File: config.mk
export PLATFORM = sky130hd
export DESIGN_NAME = led_pattern_sequencer
export DESIGN_NICKNAME = d
export VERILOG_FILES = /design/src/rtl/led_pattern_sequencer.sv
export SDC_FILE = /design/constraint.sdc
export NUM_CORES = 1
export LEC_CHECK = 0
export CAP_MARGIN = 20
export CELL_PAD_IN_SITES_DETAIL_PLACEMENT = 1
export CELL_PAD_IN_SITES_GLOBAL_PLACEMENT = 1
export CORE_MARGIN = 5
export CORE_UTILIZATION = 30
export CTS_CLUSTER_DIAMETER = 150
export CTS_CLUSTER_SIZE = 28
export DETAILED_ROUTE_END_ITERATION = 8
export PLACE_DENSITY_LB_ADDON = 0.1
export SETUP_SLACK_MARGIN = 0.02
export SKIP_LAST_GASP = 1
export SLEW_MARGIN = 20
export SYNTH_ARGS = -nofsm -noshare
export SYNTH_HDL_FRONTEND = slang
export SYNTH_SLANG_ARGS = --single-unit
File: constraint.sdc
create_clock -name CLK -period 2.9 [get_ports CLK]
set_input_delay 0.29 -clock CLK [delete_from_list [all_inputs] [get_ports CLK]]
set_output_delay 0.29 -clock CLK [all_outputs]
set_load 0.005 [all_outputs]
File: src/rtl/led_pattern_sequencer.sv
// led_pattern_sequencer
//
// Plays a four-frame, two-LED pattern onto the board LEDs {IOT_50B, IOT_51A}.
// Frames advance every STEP_CYCLES clocks while RUN is high, and lit LEDs are
// dimmed by a free-running PWM gate. New patterns are loaded through a
// valid/ready port. While a pattern is playing, one further pattern can wait
// in a pending slot and takes over at the next 3->0 frame wrap.
//
// Ports
//   CLK        system clock, rising edge
//   RESETN     asynchronous active-low reset
//   PAT_VALID  pattern offer, held with stable data until accepted
//   PAT_READY  a pattern can be accepted this cycle
//   PAT_DATA   four frames, frame k = PAT_DATA[2k+1:2k], {IOT_50B, IOT_51A}
//   PAT_DUTY   PWM duty, captured together with PAT_DATA (all-ones = fully on)
//   RUN        level, 1 = play, 0 = stop
//   LEDS       registered LED drive {IOT_50B, IOT_51A}
//   FRAME      index of the frame on display
//   STEP       one-cycle pulse in the last cycle of each frame
//
// state    | meaning
// ---------+---------------------------------------------------------------
// ST_IDLE  | LEDs dark, counters held at 0, loads go straight to active
// ST_RUN   | pattern playing, loads go to the pending slot

module led_pattern_sequencer #(
    parameter int unsigned STEP_CYCLES = 12000000,
    parameter int unsigned STEP_WIDTH  = 24,
    parameter int unsigned PWM_BITS    = 4
) (
    input  logic                CLK,
    input  logic                RESETN,
    input  logic                PAT_VALID,
    output logic                PAT_READY,
    input  logic [7:0]          PAT_DATA,
    input  logic [PWM_BITS-1:0] PAT_DUTY,
    input  logic                RUN,
    output logic [1:0]          LEDS,
    output logic [1:0]          FRAME,
    output logic                STEP
);

    localparam logic [STEP_WIDTH-1:0] STEP_LAST = STEP_WIDTH'(STEP_CYCLES - 1);
    localparam logic [PWM_BITS-1:0]   DUTY_FULL = {PWM_BITS{1'b1}};

    typedef enum logic {
        ST_IDLE = 1'b0,
        ST_RUN  = 1'b1
    } state_t;

    state_t state, state_next;

    logic [7:0]            act_pat,   act_pat_next;
    logic [PWM_BITS-1:0]   act_duty,  act_duty_next;
    logic                  act_valid, act_valid_next;
    logic [7:0]            pend_pat,  pend_pat_next;
    logic [PWM_BITS-1:0]   pend_duty, pend_duty_next;
    logic                  pend_full, pend_full_next;
    logic [STEP_WIDTH-1:0] step_cnt,  step_cnt_next;
    logic [PWM_BITS-1:0]   pwm_cnt,   pwm_cnt_next;
    logic [1:0]            frame,     frame_next;
    logic [1:0]            leds_next;
    logic [1:0]            frame_bits;
    logic                  pwm_gate;
    logic                  hs;

    assign hs    = PAT_VALID & PAT_READY;
    assign FRAME = frame;

    // State register
    always_ff @(posedge CLK or negedge RESETN) begin
        if (!RESETN) begin
            state <= ST_IDLE;
        end else begin
            state <= state_next;
        end
    end

    // Next-state logic; a load in the same cycle as RUN is enough to start
    always_comb begin
        state_next = state;
        case (state)
            ST_IDLE: if (RUN && (act_valid || hs)) state_next = ST_RUN;
            ST_RUN:  if (!RUN)                     state_next = ST_IDLE;
            default: state_next = ST_IDLE;
        endcase
    end

    // Outputs decoded from the current state
    always_comb begin
        PAT_READY = 1'b1;
        STEP      = 1'b0;
        case (state)
            ST_IDLE: PAT_READY = 1'b1;
            ST_RUN: begin
                PAT_READY = ~pend_full;
                STEP      = (step_cnt == STEP_LAST);
            end
            default: PAT_READY = 1'b1;
        endcase
    end

    // Pattern storage, timing counters and next LED value
    always_comb begin
        act_pat_next   = act_pat;
        act_duty_next  = act_duty;
        act_valid_next = act_valid;
        pend_pat_next  = pend_pat;
        pend_duty_next = pend_duty;
        pend_full_next = pend_full;
        step_cnt_next  = step_cnt;
        pwm_cnt_next   = pwm_cnt;
        frame_next     = frame;

        case (state)
            ST_IDLE: begin
                step_cnt_next = '0;
                pwm_cnt_next  = '0;
                frame_next    = '0;
                if (hs) begin
                    act_pat_next   = PAT_DATA;
                    act_duty_next  = PAT_DUTY;
                    act_valid_next = 1'b1;
                end
            end
            ST_RUN: begin
                if (!RUN) begin
                    // Stopping: the newest pattern offered becomes active so
                    // nothing is left stranded in the pending slot while idle.
                    step_cnt_next  = '0;
                    pwm_cnt_next   = '0;
                    frame_next     = '0;
                    pend_full_next = 1'b0;
                    if (hs) begin
                        act_pat_next  = PAT_DATA;
                        act_duty_next = PAT_DUTY;
                    end else if (pend_full) begin
                        act_pat_next  = pend_pat;
                        act_duty_next = pend_duty;
                    end
                end else begin
                    pwm_cnt_next = pwm_cnt + PWM_BITS'(1);
                    if (step_cnt == STEP_LAST) begin
                        step_cnt_next = '0;
                        frame_next    = frame + 2'd1;
                        if (frame == 2'd3 && pend_full) begin
                            act_pat_next   = pend_pat;
                            act_duty_next  = pend_duty;
                            pend_full_next = 1'b0;
                        end
                    end else begin
                        step_cnt_next = step_cnt + STEP_WIDTH'(1);
                    end
                    // READY is low while pending is full, so this never
                    // collides with the promotion above.
                    if (hs) begin
                        pend_pat_next  = PAT_DATA;
                        pend_duty_next = PAT_DUTY;
                        pend_full_next = 1'b1;
                    end
                end
            end
            default: ;
        endcase

        case (frame_next)
            2'd0:    frame_bits = act_pat_next[1:0];
            2'd1:    frame_bits = act_pat_next[3:2];
            2'd2:    frame_bits = act_pat_next[5:4];
            default: frame_bits = act_pat_next[7:6];
        endcase

        pwm_gate  = (pwm_cnt_next < act_duty_next) || (act_duty_next == DUTY_FULL);
        leds_next = (state_next == ST_RUN && pwm_gate) ? frame_bits : 2'b00;
    end

    always_ff @(posedge CLK or negedge RESETN) begin
        if (!RESETN) begin
            act_pat   <= '0;
            act_duty  <= '0;
            act_valid <= 1'b0;
            pend_pat  <= '0;
            pend_duty <= '0;
            pend_full <= 1'b0;
            step_cnt  <= '0;
            pwm_cnt   <= '0;
            frame     <= '0;
            LEDS      <= 2'b00;
        end else begin
            act_pat   <= act_pat_next;
            act_duty  <= act_duty_next;
            act_valid <= act_valid_next;
            pend_pat  <= pend_pat_next;
            pend_duty <= pend_duty_next;
            pend_full <= pend_full_next;
            step_cnt  <= step_cnt_next;
            pwm_cnt   <= pwm_cnt_next;
            frame     <= frame_next;
            LEDS      <= leds_next;
        end
    end

endmodule

==> summary.txt, run 1 <==
Peak VDD IR = 0.194 mV
Max Freq = 366 MHz
Worst slew pin tran = 0.578 ns
Drt first pass iters = 4
Average size of a mapped cell = 10.5 um^2
Minimum clock period = 2.73 ns
Syn Inst Count = 311
Clk_lat worst skew = 0.34 ns
Starting Density = 30.3%
Layout area overhead = 21.8%
Nets = 379
Sequential area share after synthesis = 45.3%
Total grt overflow = 0
Final worst-path cycle share = 94.1%
First-pass GRT wire length = 14200 um
Worst-path fanout max = 10
Placed inst area = 0.00373 mm^2
Register bit total from synthesis = 59
Wire per inst = 16.9 um
Vias = 2535
Final Util = 36.9%
DRT Wirelength = 8460 um
Share of layout cells above drive strength 1 = 24.6%
DR iter-0 viols = 58
Worst Path Required = 3.15 ns
Startpoint Class = flop
Initial antenna violation count = 0
Largest net degree at the start of global routing = 25
Post-synthesis cell type count = 55
WHS = 0.425 ns
Final Slew Violations = 0
Clock-pin transition on the worst setup and hold timing paths = 0.07 ns
Antenna Violating Nets Remaining = 0
Final Skew = 0.0111 ns
Synth warn = 0
Syn_nets = 333
Post-route cell area = 0.00397 mm^2
Final setup fails = 0
Area of the core region = 0.0107 mm^2
Clock root buffer = clkbuf_8
Power consumption = 0.00202 W
Asr flop ratio synth = 100%
Worst EP arrival = 2.98 ns
H-tree levels = 3
Worst Hold Class = input pin to asynchronous set/reset pin
Outcome = complete, no violations
CTS tree = yes
Clock Sinks = 59
FP Rows = 38
Max-Cap Viols = 0
Pwr dens = 510 mW/mm^2
Fin. Hold Viols = 0
DR DRC count = 0
Worst rel slew slack = 61.3%
Gpl congestion = 0.772
Port Buffers = 21
Cts bufs inserted = 9
Die width = 114 um
Vias per inst = 5.05
Mapped Area = 0.00326 mm^2
Die area = 0.0130 mm^2
CTS Buffer Depth = 2
Diodes inserted = 0
Crit. End Element = flop
I/O pins = 22
Number of synthesized flops with an enable pin = 0
Vias in the first global route = 2734
CP Class = flop to flop
RSZ-0062 raised after global routing = no
DIE HEIGHT = 114 um
P_leak = 1.64 nW
Post-DP HPWL = 6060 um
Total GRT Usage = 14.1%
Post-synth top flop = dfrtp_1
placed cells by master, fill, tap and decap left out, types with 3 or more instances in the layout:
cell,instances
xor2_1,15
clkbuf_8,9
buf_4,28
clkinv_2,5
o22ai_1,8
o211ai_1,4
dfrtp_1,59
and3_1,7
nor3_1,8
nand4_1,4
a21oi_1,8
o21ai_0,5
o22a_1,10
a211oi_2,3
nor2_1,41
xnor2_1,8
inv_1,7
nand3_1,16
mux2_2,22
nor4_1,3
ha_1,6
and3_2,3
clkdlybuf4s50_1,20
nand2_1,16
mux2i_1,5
registers in the layout, summed over array words and instances, names as in the netlist:
name	count
state	1
act_pat	8
pend_duty	4
LEDS	2
pend_pat	8
pwm_cnt	4
act_duty	4
step_cnt	24
pend_full	1
act_valid	1
FRAME	2
final timing paths:
| check | slack, ns | startpoint | end | cells past startpoint |
|---|---|---|---|---|
| max | 0.17 | step_cnt[15] | LEDS[1] | 11 |
| min | 0.42 | RESETN | pend_duty[3] | 2 |
| max reg2reg | 0.17 | step_cnt[15] | LEDS[1] | 11 |
| min reg2reg | 0.46 | act_valid | act_valid | 1 |
| max in group asynchronous | 1.78 | RESETN | pend_pat[4] | 3 |
| min in group CLK | 0.46 | act_valid | act_valid | 1 |
layout make-up:
class,instances,area [um^2]
Inverter,7,26.3
Sequential cell,59,1480
Timing Repair Buffer,52,465
Tap cell,140,175
Clock inverter,6,32.5
Clock buffer,10,128
Fill cell,1239,6780
Multi-Input combinational cell,228,1660
metal layers:
layer  up-vias  share of wire, %  track usage, %
met3        14               3.2            3.54
li1       1216                 -               -
met5         -                 0               0
met4         0               1.9            5.38
met1      1277                44            17.4
met2        28                51            23.6
cells in the mapped netlist (3+ instances only):
cell	number	area, um^2
xor2_1	15	131
dfrtp_1	59	1480
nand2_1	16	60.1
buf_2	3	15.0
buf_6	3	33.8
nand3_1	16	80.1
mux2_2	22	248
xnor2_1	8	70.1
nand4_1	4	25.0
inv_1	7	26.3
a21oi_1	9	45.0
and3_2	3	22.5
mux2i_1	5	50.1
clkbuf_1	5	18.8
nor3_1	8	40.0
nor4_1	3	18.8
o211ai_1	4	30.0
and3_1	8	50.1
o22a_1	10	87.6
buf_4	4	30.0
o22ai_1	8	50.1
o21ai_0	5	25.0
ha_1	6	75.1
nor2_1	41	154
repair_timing:
item / 4_1_cts / 5_1_grt
endpoints found under the hold margin: 17 / 0
setup buffers: 0 / 5
hold buffers: 1 / 0
gates resized for setup: 0 / 4
endpoints found under the setup margin: 0 / 2
per-stage QoR:
step	std cells	setup WS, ns	TNS (ns)
finish	502	0.170	0
global route	502	0.00760	0
CTS	497	0.0659	0
detailed placement	480	-0.00877	-0.00877
global placement	480	0.126	0
floorplan	311	0.265	0
logic make-up after synthesis:
logic type	Yosys count	synth area share, %
AO/OA/AOI/OAI	57	13.8
XOR/XNOR	23	6.19
adder cells (fa/ha/maj)	6	2.31
buffers and inverters	24	4.04
flip-flops	59	45.3
multiplexers	27	9.15
AND/OR/NAND/NOR	115	19.1
worst max-delay path: stages, from the launching register on:
cell and delay, ns:
dfrtp_1 0.42, and4bb_1 0.38, nand4_4 0.11, or2_4 0.26, buf_4 0.19, a211oi_4 0.27, inv_1 0.08, ha_1 0.27
o211ai_1 0.17, a32oi_1 0.13, o31a_1 0.16, a221oi_2 0.20
power by group:
| part | switching (W) | internal [W] | leakage (nW) |
|---|---|---|---|
| clock network | 0.000339 | 0.000302 | 0.0856 |
| registers | 0.0000641 | 0.000916 | 0.757 |
| logic | 0.000192 | 0.000210 | 0.800 |
| total | 0.000595 | 0.00143 | 1.64 |
(Power assumes the default switching activity.)
==> run 2: changes to the inputs <==
Settings changed: ABC_CLOCK_PERIOD_IN_PS set to 2900.
==> results of run 2 <==
Same layout as run 1: the final DEF is identical, and so are final timing and power.
